===== config.mk =====
export PLATFORM = sky130hd
export DESIGN_NAME = bnn_seq_ctrl_flat
export DESIGN_NICKNAME = d
export VERILOG_FILES = /design/src/rtl/bnn_seq_ctrl_if.sv /design/src/rtl/bnn_seq_ctrl.sv /design/src/flat_wrapper.sv
export SDC_FILE = /design/constraint.sdc
export NUM_CORES = 1
export LEC_CHECK = 0
export ABC_AREA = 1
export BUFFER_PORTS_ARGS = -buffer_cell sky130_fd_sc_hd__buf_2
export CORE_UTILIZATION = 45
export CTS_CLUSTER_SIZE = 10
export DETAILED_ROUTE_END_ITERATION = 10
export PLACE_DENSITY = 0.69
export SYNTH_ARGS = -nofsm -noshare
export SYNTH_HDL_FRONTEND = slang
export SYNTH_SLANG_ARGS = --single-unit
export TNS_END_PERCENT = 10

===== constraint.sdc =====
create_clock -name clk -period 1.59 [get_ports clk]
set_input_delay 0.0795 -clock clk [delete_from_list [all_inputs] [get_ports clk]]
set_output_delay 0.0795 -clock clk [all_outputs]
set_load 0.1 [all_outputs]

===== src/rtl/bnn_seq_ctrl_if.sv =====
// Handshake bundle between the classifier controller and its sample source / result sink.
// Write-port signals exist only when BNN_WEIGHT_WR_EN is defined.
interface bnn_seq_ctrl_if #(
    parameter int IN_W = 7
);
    // Valid/ready: a transfer happens on a rising edge where valid && ready are both high;
    // the producer holds data stable while valid is high and ready is low.
    logic [IN_W-1:0] in_data;
    logic            in_valid;
    logic            in_ready;
    logic [3:0]      out_data;
    logic            out_valid;
    logic            out_ready;
    logic            busy;
`ifdef BNN_WEIGHT_WR_EN
    logic            wr_en;
    logic [3:0]      wr_addr;
    logic [IN_W-1:0] wr_data;
`endif

    modport slave (
`ifdef BNN_WEIGHT_WR_EN
        input  wr_en, wr_addr, wr_data,
`endif
        input  in_data, in_valid, out_ready,
        output in_ready, out_data, out_valid, busy
    );

    modport master (
`ifdef BNN_WEIGHT_WR_EN
        output wr_en, wr_addr, wr_data,
`endif
        output in_data, in_valid, out_ready,
        input  in_ready, out_data, out_valid, busy
    );
endinterface


===== src/rtl/bnn_seq_ctrl.sv =====
// Sequential BNN classifier: scans class weights one per clock, returns first zero-overlap class.
// Optional feature macro: BNN_WEIGHT_WR_EN (runtime-programmable weight registers).
module bnn_seq_ctrl #(
    parameter int         N_CLASS  = 10,
    parameter int         IN_W     = 7,
    parameter logic [3:0] NO_MATCH = 4'hF
) (
    input  logic               clk,
    input  logic               rst,
    bnn_seq_ctrl_if.slave      bus,
    output logic [1:0]         o_dbg_state
);
    typedef enum logic [1:0] {S_IDLE = 2'd0, S_SCAN = 2'd1, S_DONE = 2'd2} state_t;

    localparam logic [3:0] LAST_IDX = 4'(N_CLASS - 1);

    function automatic logic [IN_W-1:0] weight_init(input int c);
        case (c)
            0:       return IN_W'(7'b1111011);
            1:       return IN_W'(7'b1101111);
            2:       return IN_W'(7'b1011101);
            3:       return IN_W'(7'b1101011);
            4:       return IN_W'(7'b1001111);
            5:       return IN_W'(7'b1011100);
            6:       return IN_W'(7'b1111010);
            7:       return IN_W'(7'b1011111);
            8:       return IN_W'(7'b1110111);
            9:       return IN_W'(7'b1101100);
            default: return '1;
        endcase
    endfunction

    state_t          r_state, w_state_nxt;
    logic [3:0]      r_idx, w_idx_nxt;
    logic [3:0]      r_result, w_result_nxt;
    logic [IN_W-1:0] r_sample, w_sample_nxt;
    logic [IN_W-1:0] w_weight [16];
    logic            w_hit;

    // Full 16-entry table so the 4-bit index never falls outside the array.
`ifdef BNN_WEIGHT_WR_EN
    logic [IN_W-1:0] r_weight [16];
    logic            w_wr_ok;

    assign w_wr_ok = bus.wr_en && (r_state == S_IDLE) && ({1'b0, bus.wr_addr} < 5'(N_CLASS));

    always_ff @(posedge clk or posedge rst) begin
        if (rst) begin
            for (int c = 0; c < 16; c++) r_weight[c] <= weight_init(c);
        end else if (w_wr_ok) begin
            r_weight[bus.wr_addr] <= bus.wr_data;
        end
    end

    always_comb begin
        for (int c = 0; c < 16; c++) w_weight[c] = r_weight[c];
    end
`else
    always_comb begin
        for (int c = 0; c < 16; c++) w_weight[c] = weight_init(c);
    end
`endif

    assign w_hit = ((w_weight[r_idx] & r_sample) == '0);

    always_ff @(posedge clk or posedge rst) begin
        if (rst) begin
            r_state  <= S_IDLE;
            r_idx    <= '0;
            r_result <= '0;
            r_sample <= '0;
        end else begin
            r_state  <= w_state_nxt;
            r_idx    <= w_idx_nxt;
            r_result <= w_result_nxt;
            r_sample <= w_sample_nxt;
        end
    end

    always_comb begin
        w_state_nxt  = r_state;
        w_idx_nxt    = r_idx;
        w_result_nxt = r_result;
        w_sample_nxt = r_sample;
        case (r_state)
            S_IDLE: begin
                if (bus.in_valid) begin
                    w_sample_nxt = bus.in_data;
                    w_idx_nxt    = '0;
                    w_state_nxt  = S_SCAN;
                end
            end
            S_SCAN: begin
                if (w_hit) begin
                    w_result_nxt = r_idx;
                    w_state_nxt  = S_DONE;
                end else if (r_idx == LAST_IDX) begin
                    w_result_nxt = NO_MATCH;
                    w_state_nxt  = S_DONE;
                end else begin
                    w_idx_nxt = r_idx + 4'd1;
                end
            end
            S_DONE: begin
                if (bus.out_ready) w_state_nxt = S_IDLE;
            end
            default: w_state_nxt = S_IDLE;
        endcase
    end

    assign bus.in_ready  = (r_state == S_IDLE);
    assign bus.out_valid = (r_state == S_DONE);
    assign bus.busy      = (r_state != S_IDLE);
    assign bus.out_data  = r_result;
    assign o_dbg_state   = r_state;
endmodule


===== src/flat_wrapper.sv =====
// flat-port wrapper written by rule: the top's interface ports become plain ports
module bnn_seq_ctrl_flat 
#(
    parameter int         N_CLASS  = 10,
    parameter int         IN_W     = 7,
    parameter logic [3:0] NO_MATCH = 4'hF
)
  (clk, rst, o_dbg_state, bus_in_data, bus_in_valid, bus_out_ready, bus_in_ready, bus_out_data, bus_out_valid, bus_busy);
  bnn_seq_ctrl_if #(.IN_W(IN_W)) bus_i ();
  input  logic clk;
  input  logic rst;
  output logic [1:0] o_dbg_state;
  input wire logic [$bits(bus_i.in_data)-1:0] bus_in_data;
  input wire logic [$bits(bus_i.in_valid)-1:0] bus_in_valid;
  input wire logic [$bits(bus_i.out_ready)-1:0] bus_out_ready;
  output wire logic [$bits(bus_i.in_ready)-1:0] bus_in_ready;
  output wire logic [$bits(bus_i.out_data)-1:0] bus_out_data;
  output wire logic [$bits(bus_i.out_valid)-1:0] bus_out_valid;
  output wire logic [$bits(bus_i.busy)-1:0] bus_busy;
  assign bus_i.in_data = bus_in_data;
  assign bus_i.in_valid = bus_in_valid;
  assign bus_i.out_ready = bus_out_ready;
  assign bus_in_ready = bus_i.in_ready;
  assign bus_out_data = bus_i.out_data;
  assign bus_out_valid = bus_i.out_valid;
  assign bus_busy = bus_i.busy;
  bnn_seq_ctrl #(.N_CLASS(N_CLASS), .IN_W(IN_W), .NO_MATCH(NO_MATCH)) u_core (.clk(clk), .rst(rst), .bus(bus_i), .o_dbg_state(o_dbg_state));
endmodule

# [After elaboration in Yosys (flattened, before gate mapping)]
# Memory sizes are Yosys's and may differ from the RTL's.
# Cells that the tools add are included.
[op_classes] add_sub_neg=1 n_lt_le_gt_ge=1 eq_ne=8 muxes=13 n_bitwise=2 n_reduce_logical=9
[op_table] cell="$mux W4" n=5
[op_table] cell="$mux W7" n=2
[op_table] cell="$mux W2" n=4
[op_table] cell="$ne A2 B2 Y1 const B" n=4
[op_table] cell="$pmux W4 S2" n=1
[op_table] cell="$and A7 B7 Y7" n=1
[op_table] cell="$logic_not A7 Y1" n=1
[op_table] cell="$pmux W2 S3" n=1
[op_table] cell="$reduce_bool A2 Y1" n=3
[op_table] cell="$ge A5 B5 Y1 const B" n=1
[op_table] cell="$not A4 Y5" n=1
[op_table] cell="$add A4 B1 Y4 const B" n=1
[op_table] cell="$eq A4 B4 Y1 const B" n=1
[op_table] cell="$reduce_and A2 Y1" n=2
[op_table] cell="$reduce_and A4 Y1" n=1
[op_table] cell="$ne A3 B1 Y1 const B" n=1
[op_table] cell="$reduce_and A3 Y1" n=1
[op_table] cell="$eq A2 B1 Y1 const B" n=1
[op_table] cell="$eq A2 B2 Y1 const B" n=1
[op_table] cell="$logic_not A2 Y1" n=1
[totals] ff_bits=17 romBits=112 mem_count=1
[memory_table] memory="(name not given)" words=16 width=7 read_ports=1 rd_clocked_by_memory_dff=0 wr=0 line_no="bnn_seq_ctrl.sv:64" source="assign w_hit = ((w_weight[r_idx] & r_sample) == '0);"

# [Logic depth before layout (Yosys ltp)]
# Gate-level depths: netlist of the first run.
[depth] word_depth=8 depth_mapped=13 ltp_nobuf=13

# [Worst setup path before layout of the first run]
# OpenSTA, ideal clock, no wires.
[synth_timing] path_type="register to output" from="reg u_core.r_state[1], in the netlist u_core.o_dbg_state[1]" to="out bus_busy" arrival_ns=3.169 setup_slack_ns=-1.658 stages_incl_launch_ff=3 path_buffers=0 path_cell_list="dfrtp_1 nor2_1 inv_1"
[synth_via] elab_chain_len=1
[synth_lines] item="from (decl)" line_no="bnn_seq_ctrl.sv:33" source="state_t r_state, w_state_nxt;"
[synth_lines] item="from (signal assigned)" line_no="bnn_seq_ctrl.sv:73" source="r_state <= w_state_nxt;"
[synth_lines] item="$reduce_bool A2 Y1" line_no="bnn_seq_ctrl.sv:113" source="assign bus.busy = (r_state != S_IDLE);"
[synth_lines] item="to (decl)" line_no="flat_wrapper.sv:19" source="output wire logic [$bits(bus_i.busy)-1:0] bus_busy;"
# No other way between the ends.

# [Worst setup path in the final report of the first run]
[layout_timing] from="reg u_core.r_idx[0]" to="reg u_core.r_idx[1]"
[layout_via] elab_chain_len=8 elab_cells_between_ends=14
[layout_lines] item="from (decl)" line_no="bnn_seq_ctrl.sv:34" source="logic [3:0] r_idx, w_idx_nxt;"
[layout_lines] item="from (signal assigned)" line_no="bnn_seq_ctrl.sv:74" source="r_idx <= w_idx_nxt;"
[layout_lines] item="$not A4 Y5 (not written as such)" line_no="bnn_seq_ctrl.sv:64"
[layout_lines] item="$mem_v2 Z16 W7"
[layout_lines] item="$mux W7 (not written as such) (2 in series)" line_no="bnn_seq_ctrl.sv:64"
[layout_lines] item="$and A7 B7 Y7" line_no="bnn_seq_ctrl.sv:64"
[layout_lines] item="$logic_not A7 Y1" line_no="bnn_seq_ctrl.sv:64"
[layout_lines] item="$ne A2 B2 Y1 (no source line)"
[layout_lines] item="$reduce_and A4 Y1 (no source line)"
# Parallel ways exist; a longest one is shown, timed or not. The select of a mux whose other input is x is not followed.
# A chain may end at the register's enable or synchronous reset.

==> metrics, run 1 <==
crit-path cells=inv_4 -> ha_4 -> nand2_2 -> nand3_2 -> nand2_2 -> nand2_4 -> nor2_8 -> nand2_4 -> nand2_4 -> nand2_4 -> nand2_2 -> nand2_2; DP Area=1260 um2; DRC=0; Max Freq=603 MHz; drt initial violations=18; post-DP HPWL=1720 um; GRT Residual Overflow=0; min Tclk post-route=1.66 ns; Clock Tree Buf Depth=2; first-pass GRT wire length=4000 um; sequential area share after synthesis=39.4%; Die Span Y=51.0 um; Num CTS Buffers=3; Final setup violation count=8; largest net degree at the start of global routing=18; IO buf count=19; Skew-Pair Late Insertion Delay=0.29 ns; slowest CP cell=dfrtp_1; remaining antenna violation count=0; # IOs=20; top post-synthesis cells by count=28 x nand2_1, 24 x nand3_1, 17 x dfrtp_1; CTS tree=yes; violated checks=negative setup slack; CORE AREA=2230 um2; Synth Flop Type=dfrtp_1; Initial Util=48.3%; most common cell in the netlist=nand2_1; CTS Sinks=17; Yosys warning total=0; Final Max Slew Viols=0; Post-synth EDFFs=0; RSZ-0062 raised after global routing=true; CTS root buffer=clkbuf_4; share of cells above drive strength 1=47.9%; measured slew at the worst slew-check pin=0.657 ns; post-synthesis register bit count=17; Syn Nets=139; Worst-path clk slew=0.10 ns; via/cell ratio=5.03; Place WS=-0.187 ns; H-tree levels=1; GR Util All Layers=21.3%; run status=finished with violations; Crit Path Category=flip-flop to flip-flop; maximum fanout along the worst path=5; syn avg cell area=8.77 um2; crit share post-route=104%; vias in the first global route=934; Slew headroom=56.2%; Die Wd=51.0 um; ranking of synthesized cells by area=dfrtp_1 39%, nand3_1 11%, nand2_1 9.7%; Layout area overhead=37.5%; 1st-pass router iterations=4; CP arrival=1.85 ns; ANT cells=0; clock skew=0.00123 ns; Crit. End Element=flip-flop; GPL Wtd Cong=0.850; wire per inst=13.0 um; initial antenna violation count=0; die area=2600 um2; via count=960; HP Class=input pin to flip-flop; Synth area leader=dfrtp_1; worst setup margin=-0.0691 ns; WL final=2480 um; Synth Cell Area=1080 um2; top cell type's share of synthesized area=39.4%; Crit path largest cell delay=0.44 ns; # rows=17; Sum Neg Setup Slack=-0.373 ns; fin nets=180; post-synth cell types=21; Syn Inst Count=123; asr flop ratio synth=100%; CP Launch Type=flip-flop; final hold violations=0; Util after Layout=66.4%; Required @ worst endpoint=1.78 ns; Final Cell Area=1480 um2; MaxCap Viol Count=0
-- placed cells by master, fill, tap and decap left out, types with 4 or more instances in the layout --
cell           synthesis  layout
buf_2                  0      19
inv_1                 15      13
nand2_4                3       6
mux2_2                 7       7
nand2_1               28      22
nand3_2                1       4
nand3_1               24      21
dfrtp_1               17      15
nand2_2                6       9
ha_4                   0       4
buf_4                  0      13
dlygate4sd3_1          0       4
-- cell type report --
type,instances,area [um2]
multi-input combinational,87,662
timing repair buffer,38,255
clock buffer,4,26.3
fill,184,751
tap,28,35.0
inverter,17,73.8
sequential,17,430
-- registers in the layout, summed over array words and instances, names as in the netlist --
register             flops
u_core.r_sample          7
u_core.bus.out_data      4
u_core.r_idx             4
u_core.o_dbg_state       2
-- what timing repair did --
action                                  CTS  global route
pin swaps                                 5            11
setup buffers                             6             1
hold buffers                              4             0
gates resized for setup                   8            15
endpoints found under the hold margin    20             0
gates cloned                              0             0
endpoints found under the setup margin   10            10
-- cells by family (layout without fill, tap and decap cells) --
kind of cell,Yosys count,after routing,synth area share (%)
adder cells (fa/ha/maj),5,5,5.80
AND/OR/NAND/NOR,71,71,36.3
XOR/XNOR,1,1,0.812
buffers and inverters,19,59,8.70
flip-flops,17,17,39.4
AO/OA/AOI/OAI,3,3,1.62
multiplexers,7,7,7.31
-- final timing paths --
kind	startpoint	to	slack (ns)	cells past startpoint
worst max-delay path	u_core.r_idx[0]$_DFFE_PP0P_	u_core.r_idx[1]$_DFFE_PP0P_	-0.07	12
worst min-delay path	bus_in_data[4]	u_core.r_sample[4]$_DFFE_PP0P_	0.01	2
worst max register to register	u_core.r_idx[0]$_DFFE_PP0P_	u_core.r_idx[1]$_DFFE_PP0P_	-0.07	12
worst min register to register	u_core.r_sample[5]$_DFFE_PP0P_	u_core.r_sample[5]$_DFFE_PP0P_	0.52	1
max in group asynchronous	rst	u_core.o_dbg_state[1]$_DFFE_PP0P_	0.70	3
min in group asynchronous	rst	u_core.r_sample[4]$_DFFE_PP0P_	0.41	3
-- critical path, delay by kind of cell (launching register included) --
family / cells / cell delay (ns)
buf+inv: 1 / 0.12
simple gates: 10 / 0.78
flops: 1 / 0.44
fa+ha+maj: 1 / 0.22
-- metal layers --
metal / GRT usage (%) / vias to the layer above / part of all wire (%)
met1: 23.6 / 451 / 41
li1: - / 476 / -
met5: 0 / - / 0
met4: 10.2 / 0 / 1.9
met2: 38.4 / 28 / 53
met3: 4.17 / 5 / 3.6
-- stage by stage --
step / hold slack, ns / std cells
global route: 0.00520 / 191
global placement: 0.188 / 176
floorplan: 0.00552 / 123
finish: 0.0102 / 191
CTS: 0.00301 / 190
detailed placement: 0.203 / 176
Power of run 1 is not shown: default switching activity piles up to over one toggle a cycle in this logic, so the estimate is an artifact.
==> run 2, diff against run 1 <==
Clock period 1.59 ns to 1.3 ns, I/O delays scaled along.
==> metrics, run 2 (same netlist as run 1, synthesis figures left out) <==
measured slew at the worst slew-check pin=0.484 ns; worst setup margin=-0.441 ns; violated checks=negative setup slack; MaxCap Viol Count=0; die area=2600 um2; Crit. End Element=flip-flop; CTS tree=yes; Num CTS Buffers=3; Crit Path Category=flip-flop to flip-flop; Sum Neg Setup Slack=-3.81 ns; most frequent cells in the layout=22 x nand2_1, 20 x nand3_1, 16 x buf_2, 14 x dfrtp_1, 13 x inv_1; DRC=0; Final Max Slew Viols=0; drt initial violations=14; Die Span Y=51.0 um; hold_sp=bus_in_valid; placed insts=180; crit share post-route=134%; IO buf count=19; CTS root buffer=clkbuf_4; 1st-pass router iterations=4; gr busiest metal=met2; Layout area overhead=44.8%; Max Freq=574 MHz; Final setup violation count=11; FF-to-FF setup slack=-0.44 ns; Die Wd=51.0 um; wire per inst=13.5 um; Worst-path clk slew=0.11 ns; vias in the first global route=899; RSZ-0062 raised after global routing=true; RR Startpoint=u_core.r_idx[0]$_DFFE_PP0P_; via count=973; GRT Residual Overflow=0; Clock Tree Buf Depth=2; CP arrival=1.94 ns; min Tclk post-route=1.74 ns; Worst Setup SP=u_core.r_idx[0]$_DFFE_PP0P_; run status=finished with violations; fin cells=194; HP Class=input pin to flip-flop; Slew headroom=67.9%; ANT cells=0; Fin Hold WS=0.147 ns; Initial Util=48.3%; Skew-Pair Late Insertion Delay=0.30 ns; CP Launch Type=flip-flop; CTS Sinks=17; largest net degree at the start of global routing=18; most common cell after layout, fill and taps aside=nand2_1; max reg flops=7; via/cell ratio=5.02; clock skew=0.00218 ns; share of cells above drive strength 1=47.6%; remaining antenna violation count=0; final hold violations=0; GPL Wtd Cong=0.802; CORE AREA=2230 um2; initial antenna violation count=0; Most flops, register=u_core.r_sample; Required @ worst endpoint=1.50 ns; GR Util All Layers=20.7%; WL final=2610 um; post-DP HPWL=1810 um; fin nets=183; # rows=17; met3 Usage GRT=5.06%; M2 GR Usage=38.4%; met1 usage=22.7%; H-tree levels=1; # IOs=20; first-pass GRT wire length=3930 um; maximum fanout along the worst path=6
## run 2: cell types whose count changed in the layout (fill, tap and decap cells not counted), sizes merged
cell	before	now
dlygate4sd3	4	9
buf	34	32
clkbuf	4	3
clkinv	0	1
## run 2: what timing repair did
item                                    CTS  global route
endpoints found under the setup margin   18            11
pin swaps                                 8             6
resized for setup                        11            12
hold endpoints to repair                 25             0
setup buffers                             1             0
hold buffers                              9             0
## run 2: area by class of cell
class | instances | area [um2]
fillers | 170 | 672
repair buffers | 41 | 332
clock buffers | 3 | 22.5
well taps | 28 | 35.0
multi-input cells | 87 | 662
inverters | 17 | 73.8
clock inverters | 1 | 5.00
flip-flops and latches | 17 | 432
## run 2: final timing paths
check	cells past startpoint	to
worst min-delay path	3	u_core.o_dbg_state[0]$_DFFE_PP0P_
worst max-delay path	12	u_core.r_idx[1]$_DFFE_PP0P_
max in group asynchronous	4	u_core.o_dbg_state[1]$_DFFE_PP0P_
worst min register to register	1	u_core.r_sample[5]$_DFFE_PP0P_
worst max register to register	12	u_core.r_idx[1]$_DFFE_PP0P_
min in group asynchronous	4	u_core.r_sample[3]$_DFFE_PP0P_
## run 2: per-stage QoR
stage	worst slack (ns)	utilization [%]	cell area (um2)
2_1_floorplan	-0.594	-	1090
3_3_place_gp	-0.446	59.8	1340
3_5_place_dp	-0.467	59.8	1340
4_1_cts	-0.374	68.0	1520
5_1_grt	-0.528	69.9	1560
6_report	-0.441	69.9	1560
## run 2: critical path, stage by stage, from the launching register on
cell     delay, ns
dfrtp_2       0.47
inv_4         0.12
ha_4          0.22
nand2_2       0.06
nand3_2       0.05
nand2_1       0.08
nand2_2       0.09
nor2_8        0.17
nand2_4       0.08
nand2_4       0.10
nand2_4       0.08
nand2_2       0.07
nand2_2       0.05
## run 2: routing by layer
layer | wire length, um | up-vias | share of wire, %
met4 | 10 | 0 | 0.38
li1 | - | 482 | -
met3 | 75 | 2 | 2.9
met5 | 0 | - | 0
met2 | 1430 | 25 | 55
met1 | 1090 | 464 | 42
Power of run 2 is left out for the same reason.
